`config.mk`:
```
export PLATFORM = sky130hd
export DESIGN_NAME = instr_fetch_unit
export DESIGN_NICKNAME = d
export VERILOG_FILES = /design/src/rtl/fetch_pkg.sv /design/src/rtl/fetch_queue.sv /design/src/rtl/instr_fetch_unit.sv
export SDC_FILE = /design/constraint.sdc
export NUM_CORES = 1
export LEC_CHECK = 0
export CORE_UTILIZATION = 53
export CTS_BUF_LIST = sky130_fd_sc_hd__clkbuf_4 sky130_fd_sc_hd__clkbuf_8
export DETAILED_ROUTE_END_ITERATION = 10
export PLACE_DENSITY_LB_ADDON = 0.25
export SYNTH_ARGS = -nofsm -noshare
export SYNTH_HDL_FRONTEND = slang
export SYNTH_SLANG_ARGS = --single-unit
```
`constraint.sdc`:
```
create_clock -name clk -period 5.4 [get_ports clk]
set_input_delay 1.08 -clock clk [delete_from_list [all_inputs] [get_ports clk]]
set_output_delay 1.08 -clock clk [all_outputs]
set_load 0.05 [all_outputs]
```
`src/rtl/fetch_pkg.sv`:
```
// Shared types and constants for the instruction fetch unit.
package fetch_pkg;

    localparam int unsigned INSTR_W     = 32;
    localparam int unsigned INSTR_BYTES = 4;
    // Widest PC a queue entry can carry; the top zero-extends narrower PCs.
    localparam int unsigned PC_MAX_W    = 64;

    // Fetch FSM encoding
    typedef logic [1:0] fetch_state_t;
    localparam fetch_state_t FETCH = 2'd0;
    localparam fetch_state_t STALL = 2'd1;
    localparam fetch_state_t FAULT = 2'd2;

    typedef struct packed {
        logic [PC_MAX_W-1:0] pc;
        logic [INSTR_W-1:0]  instr;
    } fetch_entry_t;

endpackage

```
`src/rtl/fetch_queue.sv`:
```
// Two-entry FIFO of fetched {pc, instr} pairs with flush and push+pop when full.
module fetch_queue
    import fetch_pkg::*;
(
    input  logic         clk,
    input  logic         rst_n,
    input  logic         flush,
    input  logic         push,
    input  logic         pop,
    input  fetch_entry_t din,
    output fetch_entry_t head,
    output logic [1:0]   count
);

    fetch_entry_t e0_q, e1_q;
    logic [1:0]   count_q;
    logic         pop_ok;

    assign pop_ok = pop && (count_q != 2'd0);

    // Entry 0 is always the head; entries shift down on pop.
    always_ff @(posedge clk) begin
        if (!rst_n) begin
            e0_q    <= '0;
            e1_q    <= '0;
            count_q <= 2'd0;
        end else if (flush) begin
            count_q <= 2'd0;
        end else begin
            case ({push, pop_ok})
                2'b10: begin
                    if (count_q == 2'd0) begin
                        e0_q    <= din;
                        count_q <= 2'd1;
                    end else if (count_q == 2'd1) begin
                        e1_q    <= din;
                        count_q <= 2'd2;
                    end
                end
                2'b01: begin
                    e0_q    <= e1_q;
                    count_q <= count_q - 2'd1;
                end
                2'b11: begin
                    if (count_q == 2'd1) begin
                        e0_q <= din;
                    end else begin
                        e0_q <= e1_q;
                        e1_q <= din;
                    end
                end
                default: ;
            endcase
        end
    end

    assign head  = (count_q != 2'd0) ? e0_q : '0;
    assign count = count_q;

endmodule

```
`src/rtl/instr_fetch_unit.sv`:
```
// Instruction fetch unit: owns the PC, waits WAIT_CYCLES for the memory read,
// queues fetched words and hands them to decode over valid/ready.
// Optional macro IFETCH_PERF_CNT_EN adds perf_fetched / perf_stall counters.
module instr_fetch_unit
    import fetch_pkg::*;
#(
    parameter int unsigned       ADDR_W      = 64,
    parameter logic [ADDR_W-1:0] RESET_PC    = '0,
    parameter int unsigned       WAIT_CYCLES = 1,
    parameter int unsigned       MEM_BYTES   = 512
) (
    input  logic              clk,
    input  logic              rst_n,
    output logic [ADDR_W-1:0] imem_addr,
    input  logic [31:0]       imem_data,
    input  logic              redirect_valid,
    input  logic [ADDR_W-1:0] redirect_pc,
    output logic              out_valid,
    input  logic              out_ready,
    output logic [31:0]       out_instr,
    output logic [ADDR_W-1:0] out_pc,
`ifdef IFETCH_PERF_CNT_EN
    output logic [31:0]       perf_fetched,
    output logic [31:0]       perf_stall,
`endif
    output logic              fault
);

    localparam int unsigned      CNT_W     = (WAIT_CYCLES > 1) ? $clog2(WAIT_CYCLES) : 1;
    localparam logic [CNT_W-1:0] CNT_LAST  = CNT_W'(WAIT_CYCLES - 1);
    localparam logic [ADDR_W:0]  MEM_LIMIT = (ADDR_W + 1)'(MEM_BYTES);

    logic [ADDR_W-1:0] pc_q, pc_d;
    logic [CNT_W-1:0]  cnt_q, cnt_d;
    fetch_state_t      state_q, state_d;
    logic              fault_q, fault_d;

    logic              push, pop, pop_req, flush, sample, bad_pc, space;
    logic [ADDR_W:0]   pc_end;
    logic [1:0]        q_count;
    fetch_entry_t      q_din, q_head;

    // One bit wider so the last-byte address never wraps past the bound.
    assign pc_end  = {1'b0, pc_q} + (ADDR_W + 1)'(INSTR_BYTES - 1);
    assign bad_pc  = (pc_q[1:0] != 2'b00) || (pc_end >= MEM_LIMIT);
    assign sample  = (cnt_q == CNT_LAST);
    assign pop_req = out_valid && out_ready;
    assign pop     = pop_req && !redirect_valid;
    assign space   = (q_count < 2'd2) || pop_req;

    // Next-state: redirect flushes everything, otherwise sample/stall/fault.
    always_comb begin
        pc_d    = pc_q;
        cnt_d   = cnt_q;
        state_d = state_q;
        fault_d = fault_q;
        push    = 1'b0;
        flush   = 1'b0;
        if (redirect_valid) begin
            flush   = 1'b1;
            pc_d    = redirect_pc;
            cnt_d   = '0;
            fault_d = 1'b0;
            state_d = FETCH;
        end else begin
            case (state_q)
                FETCH, STALL: begin
                    if (sample) begin
                        if (bad_pc) begin
                            fault_d = 1'b1;
                            state_d = FAULT;
                        end else if (space) begin
                            push    = 1'b1;
                            pc_d    = pc_q + ADDR_W'(INSTR_BYTES);
                            cnt_d   = '0;
                            state_d = FETCH;
                        end else begin
                            state_d = STALL;
                        end
                    end else begin
                        cnt_d = cnt_q + CNT_W'(1);
                    end
                end
                FAULT: ;
                default: state_d = FETCH;
            endcase
        end
    end

    // PC, wait counter, FSM state and sticky fault.
    always_ff @(posedge clk) begin
        if (!rst_n) begin
            pc_q    <= RESET_PC;
            cnt_q   <= '0;
            state_q <= FETCH;
            fault_q <= 1'b0;
        end else begin
            pc_q    <= pc_d;
            cnt_q   <= cnt_d;
            state_q <= state_d;
            fault_q <= fault_d;
        end
    end

    assign q_din = '{pc: PC_MAX_W'(pc_q), instr: imem_data};

    fetch_queue u_queue (
        .clk   (clk),
        .rst_n (rst_n),
        .flush (flush),
        .push  (push),
        .pop   (pop),
        .din   (q_din),
        .head  (q_head),
        .count (q_count)
    );

    assign imem_addr = pc_q;
    assign fault     = fault_q;
    assign out_valid = (q_count != 2'd0);
    assign out_instr = q_head.instr;
    assign out_pc    = q_head.pc[ADDR_W-1:0];

`ifdef IFETCH_PERF_CNT_EN
    logic [31:0] perf_fetched_q, perf_stall_q;

    // Saturating counters of pushes and of cycles spent stalled.
    always_ff @(posedge clk) begin
        if (!rst_n) begin
            perf_fetched_q <= '0;
            perf_stall_q   <= '0;
        end else begin
            if (push && (perf_fetched_q != '1)) perf_fetched_q <= perf_fetched_q + 32'd1;
            if ((state_q == STALL) && (perf_stall_q != '1)) perf_stall_q <= perf_stall_q + 32'd1;
        end
    end

    assign perf_fetched = perf_fetched_q;
    assign perf_stall   = perf_stall_q;
`endif

endmodule

```
**Word-level counts from Yosys, hierarchy flattened**

Index checks and enable logic that the tools add are counted.

- Flip-flop bits (word level): 262
- Latch bits: 0
- Bits in writable memories: 0
- Bits in read-only memories: 0
- Input bits: 100
- Output and inout bits: 162
- Word-level logic and storage cells: 82
- Memories kept: 0

- Add/subtract/negate cells: 4
- Multiply operators: 0
- Divide/modulo/power cells: 0
- $lt $le $gt $ge: 2
- Eq/ne operators: 13
- Shift operators: 0
- Muxes and demuxes: 26
- Bitwise gates (word level): 4
- Reduce and logical (&&, ||, !) cells: 24

Operators by type and width:

| operator | count |
|---|---|
| 96-bit two-way mux | 5 |
| 64-bit two-way mux | 5 |
| 96-bit case mux with 3 select lines | 1 |
| 96-bit case mux with 2 select lines | 1 |
| 64-bit by 2-bit adder with 65-bit output (second input constant) | 1 |
| 65-bit by 10-bit greater-or-equal comparator with 1-bit output (second input constant) | 1 |
| 64-bit by 3-bit adder with 64-bit output (second input constant) | 1 |
| 2-bit nonzero test | 6 |
| 2-bit inequality test (second input constant) | 5 |
| 1-bit two-way mux | 8 |
| 2-bit two-way mux | 4 |
| 2-bit case mux with 2 select lines | 2 |
| 4-bit AND reduction | 2 |
| 2-bit by 1-bit == test with 1-bit output (second input constant) | 3 |
| 2-bit == test (second input constant) | 3 |
| 3-bit AND reduction | 2 |
| 2-bit OR reduction | 3 |
| 2-bit zero test | 2 |
| 1-bit inverter | 4 |
| 2-bit AND reduction | 2 |
| 1-bit logical AND | 3 |
| 3-bit by 1-bit inequality test with 1-bit output (second input constant) | 1 |
| 3-bit nonzero test | 1 |
| 1-bit logical OR | 2 |
| other kinds (5) | 5 |

**Logic depth before layout (Yosys ltp)**

- Word-level depth: 11
- Depth in mapped cells: 19
- Depth with buffers taken out: 16

**By module**

From an unflattened synthesis, not the netlist that was laid out.

- Cells, all modules: 1442
- Area, all modules: 12741.0 um^2

By module, submodules not included:

| module | times used | cells each | area each (um^2) | seq. area each (um^2) |
|---|---|---|---|---|
| fetch_queue | 1 | 884 | 8348.0 | 3883.7 |
| instr_fetch_unit | 1 | 558 | 4393.0 | 1341.3 |

**Worst setup path before layout**

OpenSTA, ideal clock, no wires.

- Path type: register to register
- Start point: register pc_q[6] (netlist: imem_addr[6])
- End point: register u_queue.e1_q[32] (netlist name)
- Library setup time: 0.076 ns
- Data arrival time: 4.650 ns
- Required time: 5.324 ns
- Path slack: 0.674 ns
- Stages on the path, launching flop included: 19
- Path buffers: 4
- Period minus slack after synthesis: 4.726 ns
- Cell sequence: dfxtp_1 > buf_4 > nand3_1 > or4_4 > nor4_4 > nor4b_2 > xor2_1 > nor4_1 > nand3_1 > nor3_1 > ha_1 > nor2b_1 > and3_1 > o21a_1 > clkbuf_1 > clkbuf_1 > buf_1 > nand2_1 > a21boi_0

- Longest elaborated chain between the ends: 10
- Elaborated cells on any way between the ends: 14
- Those cells by class: add/sub (1); order compare (1); eq/ne (4); mux (5); reduce/logical (3)

Ends and longest elaborated chain:

| item | line | RTL |
|---|---|---|
| start, declared | instr_fetch_unit.sv:33 | `logic [ADDR_W-1:0] pc_q, pc_d;` |
| start signal, assigned | instr_fetch_unit.sv:98 | `pc_q <= pc_d;` |
| 64-bit by 2-bit adder with 65-bit output * | instr_fetch_unit.sv:44 | `assign pc_end = {1'b0, pc_q} + (ADDR_W + 1)'(INSTR_BYTES - 1);` |
| 65-bit by 10-bit greater-or-equal comparator with 1-bit output * | instr_fetch_unit.sv:45 | `assign bad_pc = (pc_q[1:0] != 2'b00) \|\| (pc_end >= MEM_LIMIT);` |
| 1-bit logical OR * | instr_fetch_unit.sv:45 |  |
| 1-bit two-way mux * | instr_fetch_unit.sv:69 | `if (bad_pc) begin` |
| 1-bit two-way mux * | instr_fetch_unit.sv:68 | `if (sample) begin` |
| 1-bit two-way mux * | instr_fetch_unit.sv:66 | `case (state_q)` |
| 1-bit two-way mux * | instr_fetch_unit.sv:59 | `if (redirect_valid) begin` |
| 2-bit == test | fetch_queue.sv:30 | `case ({push, pop_ok})` |
| 2-bit inequality test (no line) or 2-bit nonzero test (tied branches) | - |  |
| 4-bit AND reduction (no line) | - |  |
| end signal, assigned | fetch_queue.sv:36 | `e1_q <= din;` |
| end signal, assigned | fetch_queue.sv:49 | `e1_q <= din;` |
| end, declared | fetch_queue.sv:15 | `fetch_entry_t e0_q, e1_q;` |

Mark *: on every way between the ends. The rest lies on a longest branch, timed or not.
A chain may end at the register's enable or synchronous reset.

**Worst setup path after layout**

- Start point: register pc_q[7] (netlist: imem_addr[7])
- End point: register u_queue.e0_q[13] (netlist name)

- Longest elaborated chain between the ends: 10
- Elaborated cells on any way between the ends: 14
- Those cells by class: add/sub (1); order compare (1); eq/ne (4); mux (5); reduce/logical (3)

Ends and longest elaborated chain:

| item | line | RTL |
|---|---|---|
| 64-bit by 2-bit adder with 65-bit output * | instr_fetch_unit.sv:44 |  |
| 65-bit by 10-bit greater-or-equal comparator with 1-bit output * | instr_fetch_unit.sv:45 |  |
| 1-bit logical OR * | instr_fetch_unit.sv:45 |  |
| 1-bit two-way mux * | instr_fetch_unit.sv:69 |  |
| 1-bit two-way mux * | instr_fetch_unit.sv:68 |  |
| 1-bit two-way mux * | instr_fetch_unit.sv:66 |  |
| 1-bit two-way mux * | instr_fetch_unit.sv:59 |  |
| 2-bit == test or 2-bit by 1-bit == test with 1-bit output (tied branches) | fetch_queue.sv:30 |  |
| 2-bit by 1-bit inequality test with 1-bit output (no line) or 3-bit nonzero test (tied branches) | - |  |
| 3-bit AND reduction (no line) | - |  |
| end signal, assigned | fetch_queue.sv:33 | `e0_q <= din;` |
| end signal, assigned | fetch_queue.sv:41 | `e0_q <= e1_q;` |
| end signal, assigned | fetch_queue.sv:46 | `e0_q <= din;` |
| end, declared | fetch_queue.sv:15 |  |

Marks and branches as above.

==> reports/qor.yml <==
status: "completed"
hold_violations: 0
instances_no_fill: 2052
syn_inst: 1498
die_w_um: 157
vias: 12500
synth_edf_count: 0
ys_types: 68
overflow: 0
syn_area_sq_mm: 0.0127
critPathSlowestCell: "dfxtp_1"
ys_top_cells_by_count: "dfxtp_1 (261), nand2_1 (227), nor2_1 (114)"
grt_pass1_vias: 11800
syn_nets: 1605
clock_sinks: 261
tightest_slew_ns: 1.24
drive_gt1_frac: 0.0917
cts_resized: 0
grt_antenna_before_repair: 0
avgSynthCellArea_sq_um: 8.50
ys_seq_elements: 261
synth_top_area_cell: "dfxtp_1"
leakage_nw: 5.38
viasPerCell: 6.07
core-area_sq_mm: 0.0235
hpwl_mm: 26.2
fmax_mhz: 198
critical_path_required_ns: 5.82
synth_top_cell_area_share: 0.410
ant_nets: 0
fin_skew_ns: 0.0332
arrival_ns: 5.48
grtUsageTotal: 0.324
synth_area_leaders: "dfxtp_1 (41%), nand2_1 (6.7%), a221oi_1 (6.6%), a21boi_0 (5.8%), nor3b_1 (5.7%)"
holdWs_ns: 0.463
crit_path_max_incr_delay_ns: 0.64
async_flop_share: 0
grt_pass1_wl_mm: 63.1
yosysSeqAreaShare: 0.410
cts.htree.levels: 2
ioPinCount: 262
hp-class: "register to register"
critical_path_class: "register to register"
drt_wl_total_mm: 40.2
rows: 56
die_h_um: 157
initial_core_util: 0.541
nFillCells: 1949
numPortBuffers: 261
period_share: 0.937
clk_pin_slew_worst_paths_ns: 0.06
max_cap_violations: 0
cts_root_buffer: "clkbuf_8"
drc: 0
post-place-cells: 1973
power_density_mw_per_mm2: 261
die_area_sq_mm: 0.0246
areaGrowthSynthToFinish_pct: 29.1
ir_drop_mv: 0.212
ys.flop_type: "dfxtp_1"
ctsHoldBuffers: 0
startpoint_type: "register"
gp_congestion: 0.961
diodes: 0
cts_tree: "done"
cp_cell_sequence: "o211ai_1 -> nor3_1 -> nand4_1 -> o41ai_1 -> buf_4 -> and4b_1 -> nand4_1 -> nor3_1 -> inv_1 -> ha_1 -> or3_4 -> buf_12 -> a221oi_1 -> nor3b_1"
yosys_warnings: 0
path_max_fanout: 49
crit_path_end_kind: "register"
post_cts_buffers: 0
finalSetupViolCount: 0
synth_most_common_cell: "dfxtp_1"
clk_path_buf_depth: 3
wl_per_cell_um: 19.6
clk_latency_ns: 0.55
drt_first_pass_iters: 5
finalMaxSlewViolations: 0
drt-initial-drc-count: 934
tns_ns: 0
maxSlewHeadroom: 0.175
cts_made_buffers: 44
grt_max_degree: 128
min_period_ns: 5.06
nets: 1807
rsz0062_at_grt: "no"
registers in the layout, summed over array words and instances (netlist names):
| name | cells |
|---|---|
| fault | 1 |
| imem_addr | 64 |
| state_q | 2 |
| u_queue.count | 2 |
| u_queue.e0_q | 96 |
| u_queue.e1_q | 96 |
metrics by stage:
stage	cell area, sq um	power, mW	utilization	worst slack, ns
finish	16400	4.29	0.698	0.338
global route	16400	4.43	0.698	0.00329
CTS	16400	4.31	0.698	0.259
detailed placement	15500	2.50	0.659	0.377
global placement	15500	2.49	0.659	0.528
floorplan	12700	2.30	-	0.674
report_power, final:
| part | internal [mW] | switching, mW | total (mW) |
|---|---|---|---|
| clock network | 1.04 | 0.782 | 1.82 |
| registers | 1.96 | 0.0632 | 2.02 |
| logic | 0.195 | 0.248 | 0.443 |
cells by family after synthesis:
family,Yosys count,synth area share
AOI/OAI and AO/OA,308,0.193
xor gates and xnor gates,23,0.0158
adders and majority gates,7,0.00688
buffers and inverters,166,0.0624
DFF,261,0.410
muxes,9,0.00708
and+or+nand+nor,724,0.304
critical path: cells and delay by family (launching register included):
family | cells | cell delay [ns]
simple gates | 7 | 2.22
buf+inv | 3 | 0.60
fa+ha+maj | 1 | 0.24
flops | 1 | 0.64
compound gates | 3 | 1.21
final timing paths:
path / end / cells past startpoint / slack [ns] / from
max: u_queue.e0_q[13] / 14 / 0.34 / imem_addr[7]
min: u_queue.e1_q[50] / 2 / 0.46 / u_queue.e1_q[50]
max reg2reg: u_queue.e0_q[13] / 14 / 0.34 / imem_addr[7]
min reg2reg: u_queue.e1_q[50] / 2 / 0.46 / u_queue.e1_q[50]
per-layer routing:
layer | track usage | part of all wire
met1 | 0.412 | 0.41
met2 | 0.543 | 0.48
met3 | 0.0664 | 0.081
met4 | 0.111 | 0.028
met5 | 0 | 0
layout by cell type (no fill, tap or decap), types with 7 or more instances in the layout:
master and count:
a21oi_1 11, xnor2_1 11, a31oi_1 7, dfxtp_1 261, inv_1 16, nand4_1 35, mux2i_1 9, nor3b_1 97
and3_1 14, clkbuf_4 18, xor2_1 12, a21boi_0 98, nor2b_1 107, a22o_1 48, nor4_1 21, and4_1 8
nand3_1 34, nand2_1 227, buf_12 7, clkbuf_8 55, nor2_1 114, a221oi_1 96, o21ai_0 9, nor3_1 26
buf_4 39, clkdlybuf4s50_1 260
layout make-up:
class	instances	area, sq um	area share
sequential	261	5230	0.318
clock inverter	6	33.8	0.00206
clock buffer	73	892	0.0543
inverter	16	60.1	0.00365
timing repair buffer	306	3040	0.185
multi-input combinational	1071	6790	0.413
tap	319	399	0.0243
Note: power is estimated with default switching activity, not from simulation.
